### src/rtl/cap_pkg.sv
// Shared types and constants for the capture sequencer.
// Frame geometry defaults match the 160x120 camera window.
package cap_pkg;

  typedef enum logic [1:0] {
    ARM  = 2'd0,
    CAPT = 2'd1,
    HOLD = 2'd2
  } cap_state_e;

  localparam int unsigned FRAME_W_DEF = 160;
  localparam int unsigned FRAME_H_DEF = 120;
  localparam int unsigned FRAME_PIX   = FRAME_W_DEF * FRAME_H_DEF;

  function automatic int unsigned frame_pix(
    input int unsigned w,
    input int unsigned h
  );
    return w * h;
  endfunction

endpackage

### src/rtl/btn_debounce.sv
// Button synchroniser plus stability debouncer.
// Emits a one-cycle pulse when an accepted level goes 0->1.
module btn_debounce #(
  parameter int DEB_CYC = 50000
) (
  input  logic pclk,
  input  logic rst,
  input  logic btn_in,
  output logic level,
  output logic rise
);

  localparam logic [19:0] LAST = 20'(DEB_CYC - 1);

  logic        s1_q;
  logic        s2_q;
  logic        lvl_q;
  logic        lvl_d;
  logic        rise_q;
  logic        rise_d;
  logic [19:0] cnt_q;
  logic [19:0] cnt_d;

  always_comb begin
    lvl_d  = lvl_q;
    rise_d = 1'b0;
    cnt_d  = cnt_q;
    if (s2_q == lvl_q) begin
      cnt_d = '0;
    end else if (cnt_q == LAST) begin
      // sample differed from the held level DEB_CYC times running
      lvl_d  = s2_q;
      rise_d = s2_q;
      cnt_d  = '0;
    end else begin
      cnt_d = cnt_q + 20'd1;
    end
  end

  always_ff @(posedge pclk) begin
    if (rst) begin
      s1_q   <= 1'b0;
      s2_q   <= 1'b0;
      lvl_q  <= 1'b0;
      rise_q <= 1'b0;
      cnt_q  <= '0;
    end else begin
      s1_q   <= btn_in;
      s2_q   <= s1_q;
      lvl_q  <= lvl_d;
      rise_q <= rise_d;
      cnt_q  <= cnt_d;
    end
  end

  assign level = lvl_q;
  assign rise  = rise_q;

endmodule

### src/rtl/capture_ctrl.sv
// Capture sequencer: gates pixel writes into the frame buffer
// per vsync-delimited frame, with continuous or snapshot modes.
module capture_ctrl
  import cap_pkg::*;
#(
  parameter int AW      = 15,
  parameter int FRAME_W = 160,
  parameter int FRAME_H = 120,
  parameter int DEB_CYC = 50000
) (
  input  logic          pclk,
  input  logic          rst,
  input  logic          vsync,
  input  logic          href,
  input  logic          btn_snap,
  input  logic          mode_cont,
  input  logic          in_wr,
  input  logic [AW-1:0] in_addr,
  input  logic [7:0]    in_data,
  output logic [AW-1:0] mem_px_addr,
  output logic [7:0]    mem_px_data,
  output logic          px_wr,
  output logic          busy,
  output logic          frame_done,
  output logic [7:0]    frame_cnt,
  output logic          frame_err
);

  localparam logic [AW:0] FPIX_C =
    (AW+1)'(frame_pix(FRAME_W, FRAME_H));
  localparam logic [7:0] FH_C = 8'(FRAME_H);

  cap_state_e    state_q, state_d;
  logic          vsync_q;
  logic          href_q;
  logic [AW-1:0] addr_q, addr_d;
  logic [7:0]    data_q, data_d;
  logic          pxwr_q, pxwr_d;
  logic          fdone_q, fdone_d;
  logic [7:0]    fcnt_q, fcnt_d;
  logic          ferr_q, ferr_d;
  logic [AW:0]   wr_cnt_q, wr_cnt_d;
  logic [7:0]    ln_cnt_q, ln_cnt_d;

  logic          vs_fall;
  logic          vs_rise;
  logic          href_rise;
  logic          in_cap;
  logic          in_rng;
  logic          accept;
  logic          oob;
  logic [AW:0]   wr_nxt;
  logic [7:0]    ln_nxt;
  logic          snap_req;
  logic          btn_lvl;

  btn_debounce #(
    .DEB_CYC(DEB_CYC)
  ) u_deb (
    .pclk  (pclk),
    .rst   (rst),
    .btn_in(btn_snap),
    .level (btn_lvl),
    .rise  (snap_req)
  );

  assign vs_fall   = !vsync & vsync_q;
  assign vs_rise   = vsync & !vsync_q;
  assign href_rise = href & !href_q;

  assign in_cap = (state_q == CAPT);
  assign in_rng = ({1'b0, in_addr} < FPIX_C);
  assign accept = in_cap & in_wr & in_rng;
  assign oob    = in_cap & in_wr & !in_rng;

  // counters saturate so an overlong frame cannot alias to a good one
  assign wr_nxt = (accept && wr_cnt_q != '1) ?
                  wr_cnt_q + 1'b1 : wr_cnt_q;
  assign ln_nxt = (in_cap && href_rise && ln_cnt_q != '1) ?
                  ln_cnt_q + 8'd1 : ln_cnt_q;

  always_comb begin
    state_d  = state_q;
    addr_d   = addr_q;
    data_d   = data_q;
    pxwr_d   = 1'b0;
    fdone_d  = 1'b0;
    fcnt_d   = fcnt_q;
    ferr_d   = ferr_q;
    wr_cnt_d = wr_cnt_q;
    ln_cnt_d = ln_cnt_q;

    if (accept) begin
      pxwr_d = 1'b1;
      addr_d = in_addr;
      data_d = in_data;
    end

    unique case (state_q)
      ARM: begin
        if (vs_fall) begin
          state_d  = CAPT;
          wr_cnt_d = '0;
          ln_cnt_d = '0;
        end
      end
      CAPT: begin
        wr_cnt_d = wr_nxt;
        ln_cnt_d = ln_nxt;
        if (oob) begin
          ferr_d = 1'b1;
        end
        if (vs_rise) begin
          fdone_d = 1'b1;
          fcnt_d  = fcnt_q + 8'd1;
          if (wr_nxt != FPIX_C || ln_nxt != FH_C) begin
            ferr_d = 1'b1;
          end
          state_d = mode_cont ? ARM : HOLD;
        end
      end
      HOLD: begin
        if (snap_req || mode_cont) begin
          state_d = ARM;
        end
      end
      default: state_d = ARM;
    endcase
  end

  always_ff @(posedge pclk) begin
    if (rst) begin
      state_q  <= ARM;
      vsync_q  <= 1'b1;
      href_q   <= 1'b0;
      addr_q   <= '0;
      data_q   <= '0;
      pxwr_q   <= 1'b0;
      fdone_q  <= 1'b0;
      fcnt_q   <= '0;
      ferr_q   <= 1'b0;
      wr_cnt_q <= '0;
      ln_cnt_q <= '0;
    end else begin
      state_q  <= state_d;
      vsync_q  <= vsync;
      href_q   <= href;
      addr_q   <= addr_d;
      data_q   <= data_d;
      pxwr_q   <= pxwr_d;
      fdone_q  <= fdone_d;
      fcnt_q   <= fcnt_d;
      ferr_q   <= ferr_d;
      wr_cnt_q <= wr_cnt_d;
      ln_cnt_q <= ln_cnt_d;
    end
  end

  assign mem_px_addr = addr_q;
  assign mem_px_data = data_q;
  assign px_wr       = pxwr_q;
  assign busy        = in_cap;
  assign frame_done  = fdone_q;
  assign frame_cnt   = fcnt_q;
  assign frame_err   = ferr_q;

  logic unused_ok;
  assign unused_ok = btn_lvl;

endmodule

### config.mk
export PLATFORM = sky130hd
export DESIGN_NAME = capture_ctrl
export DESIGN_NICKNAME = d
export VERILOG_FILES = /design/src/rtl/cap_pkg.sv /design/src/rtl/btn_debounce.sv /design/src/rtl/capture_ctrl.sv
export SDC_FILE = /design/constraint.sdc
export NUM_CORES = 1
export LEC_CHECK = 0
export BUFFER_PORTS_ARGS = -buffer_cell sky130_fd_sc_hd__buf_2
export CAP_MARGIN = 20
export CORE_MARGIN = 1.5
export CORE_UTILIZATION = 40
export DETAILED_ROUTE_END_ITERATION = 8
export PLACE_DENSITY_LB_ADDON = 0.25
export SLEW_MARGIN = 20
export SYNTH_ARGS = -nofsm -noshare
export SYNTH_HDL_FRONTEND = slang
export SYNTH_HIERARCHICAL = 1
export SYNTH_SLANG_ARGS = --single-unit
### constraint.sdc
create_clock -name pclk -period 2.98 [get_ports pclk]
set_input_delay 0.596 -clock pclk [delete_from_list [all_inputs] [get_ports pclk]]
set_output_delay 0.596 -clock pclk [all_outputs]
set_load 0.01 [all_outputs]
* Yosys cells after proc, flatten, opt, wreduce, memory -nomap -nowiden
Index checks and enable logic that the tools add are counted.
** Cells by class
- Order comparisons :: 1
- Reduce and logical (&&, ||, !) cells :: 18
- Multiplexer cells :: 16
- Add/sub/neg operators :: 4
- Equality and inequality tests :: 11
- Bitwise operators :: 9
** Operators with widths (count)
- $mux W16 :: 2
- $pmux W16 S2 :: 1
- $add A20 B1 Y20 const B :: 1
- $eq A20 B16 Y1 const B :: 1
- $add A16 B1 Y16 const B :: 1
- $add A8 B1 Y8 const B :: 2
- $mux W8 :: 2
- $ne A16 B15 Y1 const B :: 1
- $ne A16 B16 Y1 const B :: 1
- $pmux W8 S2 :: 1
- $lt A15 B15 Y1 const B :: 1
- $mux W2 :: 4
- $ne A8 B7 Y1 const B :: 1
- $ne A8 B8 Y1 const B :: 1
- $and A1 B1 Y1 :: 6
- $ne A2 B2 Y1 const B :: 3
- $pmux W2 S3 :: 1
- $reduce_and A2 Y1 :: 3
- $reduce_or A3 Y1 :: 2
- $mux W1 :: 5
- $logic_not A1 Y1 :: 4
- $logic_and A1 B1 Y1 :: 3
- $not A1 Y1 :: 3
- $reduce_and A3 Y1 :: 1
- other kinds (7) :: 8
** Storage, ports and cells
- Bits in registers :: 86
- Bits of input ports :: 30
- Output and inout port bits :: 35
- Word-level logic and storage cells :: 75

* Longest topological paths before layout
Gate-level depths: netlist of the first run.
- Depth after elaboration :: 9
- Gate-level depth with buffers :: 10

* Cells and area by module
Netlist of the first run, hierarchy kept.
** Modules (own cells, without submodules)
- capture_ctrl :: times used 1, area each 3025.4 sq um, sequential area each 1241.2 sq um, cells an instance 360
- btn_debounce :: times used 1, area each 1067.3 sq um, sequential area each 480.5 sq um, cells an instance 121

* Least setup slack after synthesis of the first run
No wires, ideal clock.
- Kind :: input port to flip-flop
- Start point :: input in_addr[9]
- End point :: register ferr_q (netlist: frame_err)
- Data required time :: 2850 ps
- Arrival time :: 2115 ps
- Stages :: 8
- Setup slack :: 735 ps
- Library setup time :: 130 ps
- Cell sequence :: a21oi_1 o2111a_1 clkbuf_1 nand4_1 mux2_2 nand2_1 a2111oi_2 a21oi_1
** Between the ends
- Longest elaborated chain between the ends :: 8
- Elaborated cells between the ends (all ways) :: 11
- Classes of those cells :: 1 x order compare; 1 x eq/ne; 4 x mux; 2 x bitwise; 3 x reduce/logical
** RTL lines
- from (decl) :: RTL line capture_ctrl.sv:18 : input logic [AW-1:0] in_addr,
- $lt A15 B15 Y1 * :: RTL line capture_ctrl.sv:72 : assign in_rng = ({1'b0, in_addr} < FPIX_C);
- $and A1 B1 Y1 :: RTL line capture_ctrl.sv:73 : assign accept = in_cap & in_wr & in_rng;
- $logic_and A1 B1 Y1 :: RTL line capture_ctrl.sv:77 : assign wr_nxt = (accept && wr_cnt_q != '1) ?
- $mux W16 :: RTL line capture_ctrl.sv:77
- $ne A16 B15 Y1 :: RTL line capture_ctrl.sv:116 : if (wr_nxt != FPIX_C || ln_nxt != FH_C) begin
- $logic_or A1 B1 Y1 :: RTL line capture_ctrl.sv:116
- $mux W1 :: RTL line capture_ctrl.sv:116
- $mux W1 * :: RTL line capture_ctrl.sv:113 : if (vs_rise) begin
- to (signal assigned) :: RTL line capture_ctrl.sv:153 : ferr_q <= ferr_d;
- to (decl) :: RTL line capture_ctrl.sv:41 : logic ferr_q, ferr_d;
Every way passes the cells marked *; elsewhere a longest branch is shown, timed or not.
A chain may end at the register's enable or synchronous reset.

* Worst setup path in the final report of the first run
- Start point :: register wr_cnt_q[0]
- End point :: register ferr_q (netlist: frame_err)
** Between the ends
- Longest elaborated chain between the ends :: 7
- Elaborated cells between the ends (all ways) :: 8
- Classes of those cells :: 1 x add/sub; 2 x eq/ne; 3 x mux; 2 x reduce/logical
** RTL lines
- from (decl) :: RTL line capture_ctrl.sv:42 : logic [AW:0] wr_cnt_q, wr_cnt_d;
- from (signal assigned) :: RTL line capture_ctrl.sv:154 : wr_cnt_q <= wr_cnt_d;
- parallel branches: the longest is 2 deep, another holds $add A16 B1 Y16
- $mux W16 * :: RTL line capture_ctrl.sv:77
- $ne A16 B15 Y1 * :: RTL line capture_ctrl.sv:116
- $logic_or A1 B1 Y1 * :: RTL line capture_ctrl.sv:116
- $mux W1 * :: RTL line capture_ctrl.sv:116
- $mux W1 * :: RTL line capture_ctrl.sv:113
Every way passes the cells marked *.

==> results.yml, run 1 <==
worst_setup_path:
  crit_path_end_kind: "register"
  crit_chain: "ha_1 > nand4_2 > nor4_4 > nor2_2 > and4_1 > xor2_1 > nor4_1 > a21oi_1"
  r2r_cells: 8
  cp.depth: 8
  worst_ep_arrival_time_ps: 2800
  startpoint_type: "register"
  critPathTopFamily: "simple AND/OR/NAND/NOR gates"
  path_buf_inv: 0
  cp_slowest_cell: "dfxtp_1"
  crit_type: "reg2reg"
  critPathMaxFanout: 11
  cpPeakStageDelay_ps: 430
  cp.required_ps: 3200
clocking:
  cts_resized: 0
  cts_buffer_depth: 2
  cts_hold_buf: 0
  cts_setup_buffers: 0
  clkTransAtPathRegs_ps: 90
  clock_latency_ps: 350
  clock_sinks: 86
  htreeDepth: 3
  cts-root-buf: "clkbuf_8"
  cts_tree: "done"
  cts_buffers: 9
logic_synthesis:
  synth.avg_cell_area_um2: 8.51
  synth.distinct_cells: 57
  synth_edf_count: 0
  syn_nets: 515
  synth-seq-cells: 86
  netlist_area_um2: 4090
  synth_area_leaders: "dfxtp_1 42%, nand2_1 5.7%, nor2_1 4.7%, a21oi_1 4.5%, xnor2_1 4.3%"
  netlist_instances: 481
  netlist.area_leader.share_pct: 42.1
  post-synth-top-area-cell: "dfxtp_1"
  async_flop_share_pct: 0
  ys.flop_type: "dfxtp_1"
  ys_seq_area_share_pct: 42.1
  yosys_warnings: 6
placement:
  dp_cells: 658
  io_buffers: 64
  hpwl_um: 6550
  placed_cell_area_um2: 4510
  gp_congestion: 0.860
pwr:
  p_switching_uw: 535
  power.leakage_uw: 0.00175
  power-per-cell-area_nw_per_um2: 455
  power.share.clock_pct: 38.3
  seqPwrFrac_pct: 54.8
  power.internal_uw: 1610
  pwr-share-comb_pct: 6.9
  ir_drop_mv: 0.246
  sw_frac_of_total_pct: 25.0
  total_power_uw: 2140
worst_hold_path:
  hold_path_depth: 2
  hold_path_class: "in2reg"
routing:
  via_per_inst: 5.42
  drt_iter0_drc: 183
  ant_nets: 0
  wl_per_cell_um: 14.0
  wl_um: 9410
  firstDrtPassIters: 4
  vias: 3646
  drc: 0
die:
  ios: 65
  die_y_um: 104
  design.die.area_um2: 10800
  initial_core_util_pct: 41.5
  core_um2: 9860
  die-width_um: 104
  rows: 36
global_routing:
  grt_max_degree: 37
  grt_pass1_wl_um: 16000
  antenna_found_initial: 0
  grt_pass1_vias: 3330
  grt_usage_pct: 17.9
  gr-total-overflow: 0
timing:
  rsz0062_at_grt: "false"
  hold_violations: 0
  setup_tns_ps: 0
  setup_viol: 0
  slew-limit-headroom_pct: 63.0
  fmax_mhz: 389
  drv_slew: 0
  skew_ps: 15.8
  finalCritPeriodShare_pct: 86.3
  max_slew.worst_pin.slew_ps: 550
  fin_crit_ps: 2570
finish:
  diodes: 0
  num-nets-final: 570
  layout_common_cells: "86 x dfxtp_1, 64 x buf_2, 62 x nand2_1"
  final_common_cell: "dfxtp_1"
  utilization_pct: 47.7
  final_area_um2: 4700
  instances_no_fill: 673
  drive_above_1_share_pct: 19.4
  synthToLayoutAreaGrowth_pct: 14.9
flow_run:
  maxCapViolations: 0
status:
  status: "complete, no violations"
layer usage:
metal / share of wire (%) / up-vias / track usage [%]
li1: - / 1829 / -
met1: 46 / 1712 / 22.6
met2: 48 / 86 / 30.3
met3: 3.4 / 19 / 3.07
met4: 2.0 / 0 / 7.34
met5: 0 / - / 0
registers in the layout, indices dropped and copies added (netlist names), 2 cells and up:
register / count
state_q: 2
mem_px_addr: 15
wr_cnt_q: 16
ln_cnt_q: 8
u_deb/cnt_q: 20
frame_cnt: 8
mem_px_data: 8
power groups by stage:
| stage | Clock, µW | Combinational (µW) | Sequential [µW] |
|---|---|---|---|
| 2_1_floorplan | 0 | 86.1 | 1200 |
| 3_3_place_gp | 0 | 148 | 1200 |
| 4_1_cts | 845 | 149 | 1170 |
| 5_1_grt | 898 | 165 | 1180 |
| 6_report | 819 | 148 | 1170 |
| 3_5_place_dp | 0 | 149 | 1200 |
worst paths after layout:
path	startpoint	endpoint	slack [ps]
max	wr_cnt_q[0]	frame_err	410
min	mode_cont	state_q[1]	430
max reg2reg	wr_cnt_q[0]	frame_err	410
min reg2reg	mem_px_addr[1]	mem_px_addr[1]	450
final cells by class:
| cell class | instances | area [µm²] |
|---|---|---|
| Timing Repair Buffer | 71 | 373 |
| Tap cell | 133 | 166 |
| Fill cell | 944 | 5160 |
| Inverter | 10 | 50.0 |
| Multi-Input combinational cell | 358 | 2190 |
| Sequential cell | 86 | 1720 |
| Clock inverter | 6 | 71.3 |
| Clock buffer | 9 | 124 |
synthesized netlist by cell type (3+ instances only):
cell type / instances
a211oi_1: 8
a21oi_1: 37
a22oi_1: 4
a31oi_1: 6
and3_1: 8
and4_1: 6
buf_2: 5
buf_4: 3
clkbuf_1: 17
dfxtp_1: 86
ha_1: 4
inv_1: 9
mux2i_1: 4
nand2_1: 62
nand2b_1: 6
nand3_1: 18
nand4_1: 16
nor2_1: 51
nor2b_1: 5
nor3_1: 14
nor4_1: 10
o211a_1: 5
o211ai_1: 9
o21ai_0: 12
o31ai_1: 6
or3_1: 3
xnor2_1: 20
xor2_1: 11
cell families (layout without fill, tap and decap cells):
group | count (synthesis) | after routing | share of synthesized area, %
compound gates | 100 | 100 | 17.3
mux | 5 | 5 | 1.25
buf+inv | 37 | 96 | 4.31
xor+xnor | 31 | 31 | 6.63
flops | 86 | 86 | 42.1
fa+ha+maj | 4 | 4 | 1.22
simple gates | 218 | 218 | 27.2
per-stage QoR:
step                setup WS [ps]  hold WS, ps
global route                  322          420
CTS                           484          414
finish                        408          433
floorplan                     735          414
detailed placement            316          445
global placement              360          439
worst register-to-register path: cells and delay by family (launching register included):
kind / cells / cell delay [ps]
and+or+nand+nor: 5 / 1420
DFF: 1 / 430
adders and majority gates: 1 / 330
xor gates and xnor gates: 1 / 150
AOI/OAI and AO/OA: 1 / 120
(Power assumes the default switching activity.)
==> run 2, diff against run 1 <==
ABC_AREA = 1   (was not set)
SETUP_SLACK_MARGIN = 0.2   (was not set)
==> results.yml, run 2 <==
status:
  status: "complete, no violations"
finish:
  layout_common_cells: "228 x nand2_1, 86 x dfxtp_1, 83 x nor2_1"
  fillers: 1120
  seq_area_um2: 1720
  num-nets-final: 774
  diodes: 0
  multi_input_area_um2: 2390
  final_area_um2: 5070
  drive_above_1_share_pct: 15.6
  instances_no_fill: 885
  final_common_cell: "nand2_1"
  largest_reg_flops: 20
  top_register: "u_deb/cnt_q"
  synthToLayoutAreaGrowth_pct: 13.4
worst_setup_path:
  critPathMaxFanout: 11
  crit_path_end_kind: "register"
  worst_ep_arrival_time_ps: 2510
  crit_top_cell: "nand2_1"
  crit_type: "reg2reg"
  crit_chain: "ha_1 > nand2_2 > nor2_4 > nand2_2 > inv_1 > nand2_1 > nand2_1 > o21ai_1 > nor2_1 > nand2_1 > nor2_1 > nand3_1 > nand2_1 > nand2_1"
  cp_slowest_cell: "dfxtp_1"
  critPathTopFamily: "simple AND/OR/NAND/NOR gates"
  startpoint_type: "register"
  cpPeakStageDelay_ps: 470
  cp.required_ps: 3230
  path_buf_inv: 1
pwr:
  power-per-cell-area_nw_per_um2: 408
  power.leakage_uw: 0.00202
  ir_drop_mv: 0.345
die:
  ios: 65
  die_y_um: 109
  design.die.area_um2: 11800
  die-width_um: 109
  rows: 38
  initial_core_util_pct: 41.1
  core_um2: 10900
clocking:
  htreeDepth: 3
  cts_buffer_depth: 2
  cts_tree: "done"
  cts-root-buf: "clkbuf_8"
  cts_hold_buf: 0
  clkTransAtPathRegs_ps: 90
  cts_setup_buffers: 0
  cts_resized: 0
  cts_buffers: 9
  clock_latency_ps: 350
  clock_sinks: 86
logic_synthesis:
  synth-seq-cells: 86
  post-synth-top-area-cell: "dfxtp_1"
  netlist_instances: 680
  ys.flop_type: "dfxtp_1"
  ys_seq_area_share_pct: 38.5
  netlist_top_cells_count: "228 x nand2_1, 86 x dfxtp_1, 83 x nor2_1, 63 x inv_1, 60 x a21oi_1"
  synth_edf_count: 0
  synth_area_leaders: "dfxtp_1 38%, nand2_1 19%, nor2_1 7.0%, a21oi_1 6.7%, inv_1 5.3%"
  synth_most_common_cell: "nand2_1"
  yosys_warnings: 6
  syn_nets: 714
  async_flop_share_pct: 0
  synth.distinct_cells: 37
  synth.avg_cell_area_um2: 6.58
  netlist_area_um2: 4470
  netlist.area_leader.share_pct: 38.5
timing:
  skew_ps: 10.2
  hold_violations: 0
  max_slew.worst_pin.slew_ps: 872
  fin_crit_ps: 2260
  fin_ws_ps: 719
  fmax_mhz: 442
  hold-worst-slack_ps: 417
  setup_tns_ps: 0
  rsz0062_at_grt: "false"
  finalCritPeriodShare_pct: 75.9
  setup_viol: 0
  slew-limit-headroom_pct: 41.7
  drv_slew: 0
global_routing:
  antenna_found_initial: 0
  grt_usage_pct: 18.7
  gr-total-overflow: 0
  grt_pass1_vias: 4069
  grt_pass1_wl_um: 17700
  grt_max_degree: 38
routing:
  via_per_inst: 4.86
  wl_um: 10500
  ant_nets: 0
  drc: 0
  dr_wl_met3_um: 430
  wl_met1_um: 4840
  vias: 4305
  met2WireLength_um: 5130
  drt_iter0_drc: 249
  top_layer: "met4"
  firstDrtPassIters: 5
  wl_per_cell_um: 11.8
placement:
  place_ws_ps: 638
  gp_congestion: 0.870
  placed_cell_area_um2: 4900
  dp_cells: 869
  io_buffers: 64
  hpwl_um: 7790
worst_hold_path:
  hold_path_class: "reg2reg"
flow_run:
  maxCapViolations: 0
run 2: cell count changes after synthesis, moves of 9 or more:
cell / change
o211ai_1: -9
nor4_1: -9
inv_1: +54
nor2_1: +32
nand2_1: +166
nand3_1: +21
xnor2_1: -17
a21oi_1: +23
run 2: cell families after synthesis:
| group | synth area share, % |
|---|---|
| flip-flops | 38.5 |
| buffers and inverters | 7.97 |
| XOR/XNOR | 3.13 |
| AND/OR/NAND/NOR | 39.3 |
| adder cells (fa/ha/maj) | 1.12 |
| AO/OA/AOI/OAI | 10.0 |
run 2: layout make-up:
type | count | area share [%]
Timing Repair Buffer | 68 | 6.91
Tap cell | 140 | 3.45
Clock inverter | 7 | 0.913
Multi-Input combinational cell | 506 | 47.2
Clock buffer | 9 | 2.44
Inverter | 69 | 5.11
Sequential cell | 86 | 34.0
run 2: metal layers:
metal  up-vias  track usage [%]
li1       2270                -
met1      1954             22.3
met2        75             32.3
met3         6             4.60
met4         0             7.05
met5         -                0
run 2: through the flow:
stage / power [µW] / utilization (%)
2_1_floorplan: 1310 / -
3_3_place_gp: 1360 / 45.0
3_5_place_dp: 1370 / 45.0
4_1_cts: 2120 / 46.6
5_1_grt: 2180 / 46.6
6_report: 2070 / 46.6
run 2: path summary, 6_finish.rpt:
check,startpoint,endpoint,slack [ps],depth (start not counted)
worst min-delay path,u_deb/s1_q,u_deb/s2_q,420,2
worst max register to register,wr_cnt_q[0],frame_err,720,14
worst max-delay path,wr_cnt_q[0],frame_err,720,14
worst min register to register,u_deb/s1_q,u_deb/s2_q,420,2
run 2: worst min-delay path: stages (launching register included):
cell and delay, ps:
dfxtp_1 310, inv_1 40, nor2_1 30
run 2: report_power, final:
group          internal (µW)  leakage [µW]  switching [µW]  total (µW)
clock                    306     0.0000939             427         733
sequential              1160      0.000695            10.7        1180
combinational           52.0       0.00123             111         163
==> run 3, diff against run 2 <==
ABC_AREA = 0   (was 1)
clock period = 2.3 ns   (was 2.98 ns; I/O delays follow)
==> results.yml, run 3 (synthesized netlist as in run 1, its figures left out) <==
die:
  design.die.area_um2: 10800
  die_y_um: 104
  die-width_um: 104
  initial_core_util_pct: 41.5
  core_um2: 9860
  rows: 36
  ios: 65
finish:
  drive_above_1_share_pct: 27.7
  synthToLayoutAreaGrowth_pct: 25.0
  utilization_pct: 51.9
  final_common_cell: "dfxtp_1"
  largest_reg_flops: 20
  diodes: 0
  seq_area_um2: 1740
  layout_common_cells: "76 x dfxtp_1, 64 x buf_2, 62 x nand2_1"
  multi_input_area_um2: 2300
  fillers: 937
  final_area_um2: 5120
  top_register: "u_deb/cnt_q"
  num-nets-final: 603
routing:
  via_per_inst: 5.27
  drc: 0
  wl_um: 9920
  ant_nets: 0
  vias: 3724
  drt_iter0_drc: 142
  firstDrtPassIters: 4
  wl_per_cell_um: 14.0
placement:
  place_ws_ps: 22.6
  gp_congestion: 0.916
  hpwl_um: 7060
  io_buffers: 64
  placed_cell_area_um2: 4730
clocking:
  cts-root-buf: "clkbuf_8"
  cts_tree: "done"
  cts_buffer_depth: 2
  clock_sinks: 86
  cts_hold_buf: 0
  clkTransAtPathRegs_ps: 90
  clock_latency_ps: 360
  cts_buffers: 9
  htreeDepth: 3
timing:
  fin_crit_ps: 2080
  setup_viol: 0
  skew_ps: 12.6
  fin_ws_ps: 219
  rsz0062_at_grt: "true"
  max_slew.worst_pin.slew_ps: 525
  fmax_mhz: 480
  finalCritPeriodShare_pct: 90.5
  drv_slew: 0
  setup_tns_ps: 0
  slew-limit-headroom_pct: 64.7
  hold_violations: 0
global_routing:
  grt_pass1_wl_um: 16800
  gr-total-overflow: 0
  antenna_found_initial: 0
  grt_usage_pct: 18.8
  grt_max_degree: 27
  grt_pass1_vias: 3549
worst_setup_path:
  crit_type: "reg2reg"
  worst_ep_arrival_time_ps: 2320
  crit_path_end_kind: "register"
  critPathTopFamily: "compound AO/OA/AOI/OAI gates"
  critPathMaxFanout: 14
  startpoint_type: "register"
  cpPeakStageDelay_ps: 350
  crit_chain: "nand2b_4 > clkinv_8 > o2111ai_4 > buf_6 > a2111oi_4 > xor2_1 > nand4_1 > a2111oi_2 > a21oi_1"
  path_buf_inv: 2
  cp_slowest_cell: "dfxtp_1"
  cp.required_ps: 2540
pwr:
  power-per-cell-area_nw_per_um2: 572
  ir_drop_mv: 0.299
  power.leakage_uw: 0.00196
flow_run:
  maxCapViolations: 0
worst_hold_path:
  hold_path_class: "in2reg"
status:
  status: "complete, no violations"
[run 3: routing by layer]
metal  GRT usage [%]  part of all wire [%]  vias to the layer above
met3            3.70                   3.8                       20
met2            29.4                    46                       75
met4            9.23                   2.2                        0
li1                -                     -                     1900
met5               0                     0                        -
met1            24.7                    48                     1729
[run 3: where the power goes]
part	internal, µW	switching (µW)	total, µW	leakage (µW)
logic	83.9	128	212	0.00115
clock network	644	554	1200	0.000110
registers	1500	13.4	1520	0.000701
[run 3: final cells by class]
type	instances	share of cell area, %
inverter	10	0.978
multi-input combinational	358	44.9
timing repair buffer	104	12.5
sequential	86	34.0
clock inverter	5	1.59
tap	133	3.25
clock buffer	11	2.76
[run 3: timing repair]
action,in CTS,in global routing
gates cloned,0,0
gates resized for setup,8,19
buffers inserted,2,6
pin swaps,2,7
setup endpoints to repair,1,2
[run 3: per-stage QoR]
stage / power [µW] / cells / hold slack, ps
floorplan: 1670 / 481 / 414
global placement: 1760 / 683 / 418
detailed placement: 1760 / 683 / 431
CTS: 2960 / 701 / 255
global route: 3050 / 707 / 254
finish: 2930 / 707 / 267
[run 3: worst paths after layout]
kind	to	depth (start not counted)	slack, ps	startpoint
worst max-delay path	frame_err	9	220	state_q[1]
worst min-delay path	state_q[1]	2	270	mode_cont
worst max register to register	frame_err	9	220	state_q[1]
worst min register to register	u_deb/rise	1	450	u_deb/level
[run 3: worst register-to-register path, cell delays in order, from the launching register on]
cell and delay, ps:
dfxtp_1 350, nand2b_4 180, clkinv_8 100, o2111ai_4 180, buf_6 190, a2111oi_4 240
xor2_1 200, nand4_1 140, a2111oi_2 290, a21oi_1 100
